[src/rtl/irq_controller.sv]
// irq_controller: 16-source prioritised interrupt controller with a byte-wide register port.
// Optional NMI input is compiled in when IRQ_CONTROLLER_NMI_EN is defined.

module irq_lane (
  input  logic clk,
  input  logic reset,
  input  logic src,
  input  logic clr,
  output logic pend
);
  logic prev_q, prev_d;
  logic pend_q, pend_d;

  // A rise on the same edge as a clear wins, so no event is ever lost
  always_comb begin
    prev_d = src;
    pend_d = (src & ~prev_q) | (pend_q & ~clr);
  end

  // prev keeps sampling through reset: a source held high across reset never latches
  always_ff @(posedge clk) begin
    prev_q <= prev_d;
    if (reset) pend_q <= 1'b0;
    else       pend_q <= pend_d;
  end

  assign pend = pend_q;
endmodule

module irq_controller (
  input  logic        clk,
  input  logic        reset,
  input  logic [15:0] irq_src,
  input  logic        iack,
`ifdef IRQ_CONTROLLER_NMI_EN
  input  logic        nmi,
`endif
  input  logic [3:0]  reg_addr,
  input  logic [7:0]  reg_wdata,
  input  logic        reg_write,
  input  logic        reg_read,
  output logic [7:0]  reg_rdata,
  output logic [1:0]  cpu_irq_level,
  output logic [7:0]  cpu_vector
);
  localparam int NUM_SRC = 16;

  typedef enum logic [1:0] {IDLE, REQUEST, ACK} state_e;

  state_e                  state_q, state_d;
  logic [NUM_SRC-1:0]      enable_q, enable_d;
  logic [NUM_SRC-1:0][1:0] prio_q, prio_d;
  logic [3:0]              stat_idx_q, stat_idx_d;
  logic [3:0]              cur_idx_q, cur_idx_d;
  logic                    cur_nmi_q, cur_nmi_d;
  logic [1:0]              level_q, level_d;
  logic [7:0]              vector_q, vector_d;
  logic [7:0]              rdata_q, rdata_d;

  logic [NUM_SRC-1:0] pending, w1c, ack_clr, cand;
  logic               ack_now, any_req, nmi_pend;
  logic [1:0]         win_prio, pres_level;
  logic [3:0]         win_idx;
  logic [7:0]         pres_vector, prio_byte;

  assign ack_now = (state_q == REQUEST) && iack;
  assign ack_clr = (ack_now && !cur_nmi_q) ? (16'd1 << cur_idx_q) : 16'd0;

  always_comb begin
    w1c = '0;
    if (reg_write && reg_addr == 4'h2) w1c[7:0]  = reg_wdata;
    if (reg_write && reg_addr == 4'h3) w1c[15:8] = reg_wdata;
  end

  for (genvar i = 0; i < NUM_SRC; i++) begin : g_lane
    irq_lane u_lane (
      .clk   (clk),
      .reset (reset),
      .src   (irq_src[i]),
      .clr   (w1c[i] | ack_clr[i]),
      .pend  (pending[i])
    );
  end

`ifdef IRQ_CONTROLLER_NMI_EN
  logic nmi_prev_q, nmi_pend_q, nmi_pend_d, nmi_ack;

  assign nmi_ack = ack_now & cur_nmi_q;

  always_comb nmi_pend_d = (nmi & ~nmi_prev_q) | (nmi_pend_q & ~nmi_ack);

  always_ff @(posedge clk) begin
    nmi_prev_q <= nmi;
    if (reset) nmi_pend_q <= 1'b0;
    else       nmi_pend_q <= nmi_pend_d;
  end

  assign nmi_pend = nmi_pend_q;
`else
  assign nmi_pend = 1'b0;
`endif

  // Strict '>' scanning upward keeps the lowest index on equal priority
  always_comb begin
    cand     = pending & enable_q;
    win_prio = 2'd0;
    win_idx  = 4'd0;
    for (int i = 0; i < NUM_SRC; i++) begin
      if (prio_q[i] == 2'd0) cand[i] = 1'b0;
      if (cand[i] && prio_q[i] > win_prio) begin
        win_prio = prio_q[i];
        win_idx  = 4'(i);
      end
    end
    any_req     = (|cand) | nmi_pend;
    pres_level  = nmi_pend ? 2'd3 : win_prio;
    pres_vector = nmi_pend ? 8'h04 : 8'h10 + {3'b000, win_idx, 1'b0};
  end

  always_comb begin
    state_d    = state_q;
    level_d    = level_q;
    vector_d   = vector_q;
    cur_idx_d  = cur_idx_q;
    cur_nmi_d  = cur_nmi_q;
    stat_idx_d = stat_idx_q;
    case (state_q)
      IDLE: begin
        if (any_req) begin
          state_d   = REQUEST;
          level_d   = pres_level;
          vector_d  = pres_vector;
          cur_idx_d = win_idx;
          cur_nmi_d = nmi_pend;
        end
      end
      REQUEST: begin
        // An acknowledge takes precedence: the CPU has already consumed the vector
        if (iack) begin
          state_d    = ACK;
          level_d    = 2'd0;
          stat_idx_d = cur_nmi_q ? 4'hF : cur_idx_q;
        end else if (!any_req) begin
          state_d = IDLE;
          level_d = 2'd0;
        end else begin
          level_d   = pres_level;
          vector_d  = pres_vector;
          cur_idx_d = win_idx;
          cur_nmi_d = nmi_pend;
        end
      end
      ACK: begin
        state_d = IDLE;
        level_d = 2'd0;
      end
      default: state_d = IDLE;
    endcase
  end

  always_comb begin
    enable_d = enable_q;
    prio_d   = prio_q;
    if (reg_write) begin
      case (reg_addr)
        4'h0: enable_d[7:0]  = reg_wdata;
        4'h1: enable_d[15:8] = reg_wdata;
        4'h4, 4'h5, 4'h6, 4'h7: begin
          for (int j = 0; j < 4; j++)
            prio_d[{reg_addr[1:0], 2'(j)}] = reg_wdata[2*j +: 2];
        end
        default: ;
      endcase
    end
  end

  always_comb begin
    prio_byte = '0;
    for (int j = 0; j < 4; j++)
      prio_byte[2*j +: 2] = prio_q[{reg_addr[1:0], 2'(j)}];
  end

  always_comb begin
    rdata_d = rdata_q;
    if (reg_read) begin
      case (reg_addr)
        4'h0:                   rdata_d = enable_q[7:0];
        4'h1:                   rdata_d = enable_q[15:8];
        4'h2:                   rdata_d = pending[7:0];
        4'h3:                   rdata_d = pending[15:8];
        4'h4, 4'h5, 4'h6, 4'h7: rdata_d = prio_byte;
        4'h8:                   rdata_d = {state_q == ACK, 3'b000, stat_idx_q};
        default:                rdata_d = 8'h00;
      endcase
    end
  end

  always_ff @(posedge clk) begin
    if (reset) begin
      state_q    <= IDLE;
      enable_q   <= '0;
      prio_q     <= '0;
      stat_idx_q <= 4'd0;
      cur_idx_q  <= 4'd0;
      cur_nmi_q  <= 1'b0;
      level_q    <= 2'd0;
      vector_q   <= 8'h00;
      rdata_q    <= 8'h00;
    end else begin
      state_q    <= state_d;
      enable_q   <= enable_d;
      prio_q     <= prio_d;
      stat_idx_q <= stat_idx_d;
      cur_idx_q  <= cur_idx_d;
      cur_nmi_q  <= cur_nmi_d;
      level_q    <= level_d;
      vector_q   <= vector_d;
      rdata_q    <= rdata_d;
    end
  end

  assign reg_rdata     = rdata_q;
  assign cpu_irq_level = level_q;
  assign cpu_vector    = vector_q;
endmodule

[config.mk]
export PLATFORM = sky130hd
export DESIGN_NAME = irq_controller
export DESIGN_NICKNAME = d
export VERILOG_FILES = /design/src/rtl/irq_controller.sv
export SDC_FILE = /design/constraint.sdc
export NUM_CORES = 1
export LEC_CHECK = 0
export BUFFER_PORTS_ARGS = -buffer_cell sky130_fd_sc_hd__buf_2
export CORE_ASPECT_RATIO = 1.1
export CORE_UTILIZATION = 28
export CTS_CLUSTER_DIAMETER = 60
export CTS_CLUSTER_SIZE = 28
export DETAILED_ROUTE_END_ITERATION = 6
export GPL_ROUTABILITY_DRIVEN = 1
export PLACE_DENSITY = 0.42
export SLEW_MARGIN = 20
export SYNTH_ARGS = -nofsm -noshare
export SYNTH_HDL_FRONTEND = slang
export SYNTH_HIERARCHICAL = 1
export SYNTH_SLANG_ARGS = --single-unit
[constraint.sdc]
create_clock -name clk -period 52.1 [get_ports clk]
set_input_delay 13.025 -clock clk [delete_from_list [all_inputs] [get_ports clk]]
set_output_delay 13.025 -clock clk [all_outputs]
set_load 0.05 [all_outputs]
==> results.md <==
* TritonCTS Buffers at 9
* DRC at 0
* IO buf count at 47
* Yosys reg bits at between 100 and 150
* Area grow syn2layout at 12.2%
* Avg Cell Area, Syn at 8.76 sq um
* Core area at 20100 sq um
* Post-cts resize count at 0
* Layout cell share with drive strength beyond 1 at 0.171
* TritonCTS clock tree: done
* Post CTS Setup Buffer Count at 0
* Comb power frac at 0.082
* Reg clk slew, reported paths at roughly 0.070 ns
* WP data required at approximately 52 ns
* Crit path launch type: flip-flop
* Routed Antenna Nets at 0
* GR Overflow Total at 0
* YS warnings at 6
* Achievable Freq at approximately 54 MHz
* Worst path max stage delay at 0.44 ns
* Final hold slack at about 0.46 ns
* Post-CTS Hold Fix Bufs at 0
* Async S/R FF share, synth at 0
* Area of the multi-input gates at approximately 3500 sq um
* Synth top area cells: dfxtp_1, mux2i_1, nor2_1, ha_1, nand2b_1
* Initial antenna violation count at 0
* Internal power at ~0.12 mW
* RSZ-0062 raised after global routing: no
* Mapped cell area at 5830 sq um
* Worst path arrival time at 18.86 ns
* Vias per cell at 5.27
* Count leader, synth: nor2_1
* Router iterations before antenna repair at 5
* Fin cells at 947
* Slew @ Worst Pin at 1.09 ns
* Sequential Power Share at 0.501
* Library cells used by synthesis at 67
* Fill cell count at 2114
* Skew-Pair Late Insertion Delay at 0.36 ns
* Maximum fanout along the worst path at 8
* Register Area at 2020 sq um
* Total wire length at 20200 microns
* Post-synth EDFFs at 0
* Max-slew violations at 0
* Die extent in y at 153 microns
* Global placement routability congestion at approximately 0.89
* Starting density of the core at 0.289
* Synth top area share at 0.347
* Max-slew headroom at 0.274
* Cell Rows at 54
* Max Cap Violations at 0
* Crit Path Class: reg2reg
* CTS sink count at 101
* Layout net count at roughly 750
* Clock period minus worst slack at 18.61 ns
* Worst reg2reg path depth at 91
* VDD IR-drop max at approximately 0.014 mV
* DR WL/cell at 21.4 microns
* Gr usage total at 0.198
* Final HPWL DP at 15600 microns
* Placed cell count at 932
* Status: complete, no violations
* DR vias at 4993
* First-pass GRT wire length at 31500 microns
* Clock share of power at 0.417
* Largest net degree at the start of global routing at 88
* CTS max path bufs at 2
* CTS root buf: clkbuf_16
* Synth Instances at 665
* Hold Crit Class: reg2reg
* Final Setup Violations at 0
* Synth Flop Type: dfxtp_1
* Most frequent CP cell: ha_1
* Die W at roughly 140 microns
* Hold Fails Final Rpt at 0
* Pwr Density at around 25 nW/um^2
* Synth top cells by count: nor2_1, dfxtp_1, mux2i_1
* Vias in the first global route at 5058
* Clk_skew at 0.0133 ns
* Setup TNS at 0 ns
* Die area at 21400 sq um
* I/O pin cnt at 51
* Seq/Total Area, Yosys at 0.347
* Max stage delay cell, worst path: o32a_2
* ANT cells at 0
* Biggest area consumer among synthesized cells: dfxtp_1
* Critical Path End Type: flip-flop
* Pwr Total at 0.163 mW
* Final period utilization at 0.357
* WHS Path Cells at 2
* Net Switching at around 0.042 mW
* H-tree Lvls at 3
* Sw Share at 0.260
* DR iter-0 viols at between 300 and 400
* Leak Pwr at 2.67 nW
## final cells by class
cell class	count	share of cell area
repair buffers	49	0.0387
clock inverters	6	0.00976
flip-flops and latches	101	0.309
well taps	252	0.0482
inverters	30	0.0172
multi-input cells	500	0.542
clock buffers	9	0.0345
## cell usage in the layout, fill, tap and decap left out, types with 4 or more instances in the layout
cell type / n
nor4_1: 4
mux2_2: 5
a21oi_1: 20
a221oi_1: 5
and3_1: 6
nor2_1: 102
a31oi_1: 6
and3_2: 4
dfxtp_1: 101
nor3_1: 10
nand3_1: 22
mux4_2: 10
ha_1: 21
nor2b_1: 4
maj3_1: 5
mux2i_1: 57
clkbuf_16: 9
a22oi_1: 4
o211a_1: 7
o211ai_1: 20
a21oi_2: 17
nand4_1: 6
o21ai_0: 20
nand2_1: 40
inv_1: 29
nand2b_1: 39
a22o_1: 9
buf_2: 46
## registers in the layout, summed over array words and instances (netlist names)
register	flops
prio_q	32
enable_q	16
g_lane.u_lane/pend	16
g_lane.u_lane/prev_q	16
reg_rdata	8
cur_idx_q	4
stat_idx_q	4
cpu_irq_level	2
state_q	2
cpu_vector	1
## logic make-up (layout without fill, tap and decap cells)
logic type,after synthesis,after routing,share of synthesized area
buf+inv,66,94,0.0462
other cells,1,3,0.000644
flops,101,101,0.347
simple gates,254,254,0.209
fa+ha+maj,26,26,0.0537
compound gates,140,140,0.183
mux,77,77,0.161
## metrics by stage
stage                     cell area, sq um  setup slack [ns]  utilization
final                                 6540             33.49        0.325
after CTS                             6540             33.54        0.325
after global routing                  6540             31.95        0.325
after floorplan                       5830             35.73            -
after detailed placement              6250             33.59        0.310
after global placement                6250             33.91        0.310
## path summary, 6_finish.rpt
| check | startpoint | endpoint | slack (ns) |
|---|---|---|---|
| max | g_lane[0].u_lane/pend$_SDFF_PP0_ | cur_idx_q[3]$_SDFFE_PP0P_ | 33.49 |
| min | cpu_vector[4]$_SDFFE_PP0P_ | cpu_vector[4]$_SDFFE_PP0P_ | 0.46 |
| max reg2reg | g_lane[0].u_lane/pend$_SDFF_PP0_ | cur_idx_q[3]$_SDFFE_PP0P_ | 33.49 |
| min reg2reg | cpu_vector[4]$_SDFFE_PP0P_ | cpu_vector[4]$_SDFFE_PP0P_ | 0.46 |
## power by group through the flow
stage | Sequential [mW] | Clock, mW | Combinational, mW
floorplan | 0.0833 | 0 | 0.00847
global placement | 0.0837 | 0 | 0.0134
detailed placement | 0.0837 | 0 | 0.0135
CTS | 0.0819 | 0.0702 | 0.0135
global route | 0.0823 | 0.0734 | 0.0146
finish | 0.0820 | 0.0682 | 0.0134
## critical path, delay by kind of cell, from the launching register on
family / cells / cell delay [ns]
buffers and inverters: 4 / 0.24
flip-flops: 1 / 0.42
multiplexers: 5 / 1.62
AO/OA/AOI/OAI: 30 / 5.97
AND/OR/NAND/NOR: 33 / 4.75
adder cells (fa/ha/maj): 19 / 5.46
## routing by layer
metal	vias up	GRT usage	wire [microns]
li1	2441	-	-
met4	0	0.0759	660
met1	2419	0.254	9270
met5	-	0	0
met3	27	0.0307	670
met2	106	0.332	9650
No activity file was read; power rests on OpenSTA's default activity.
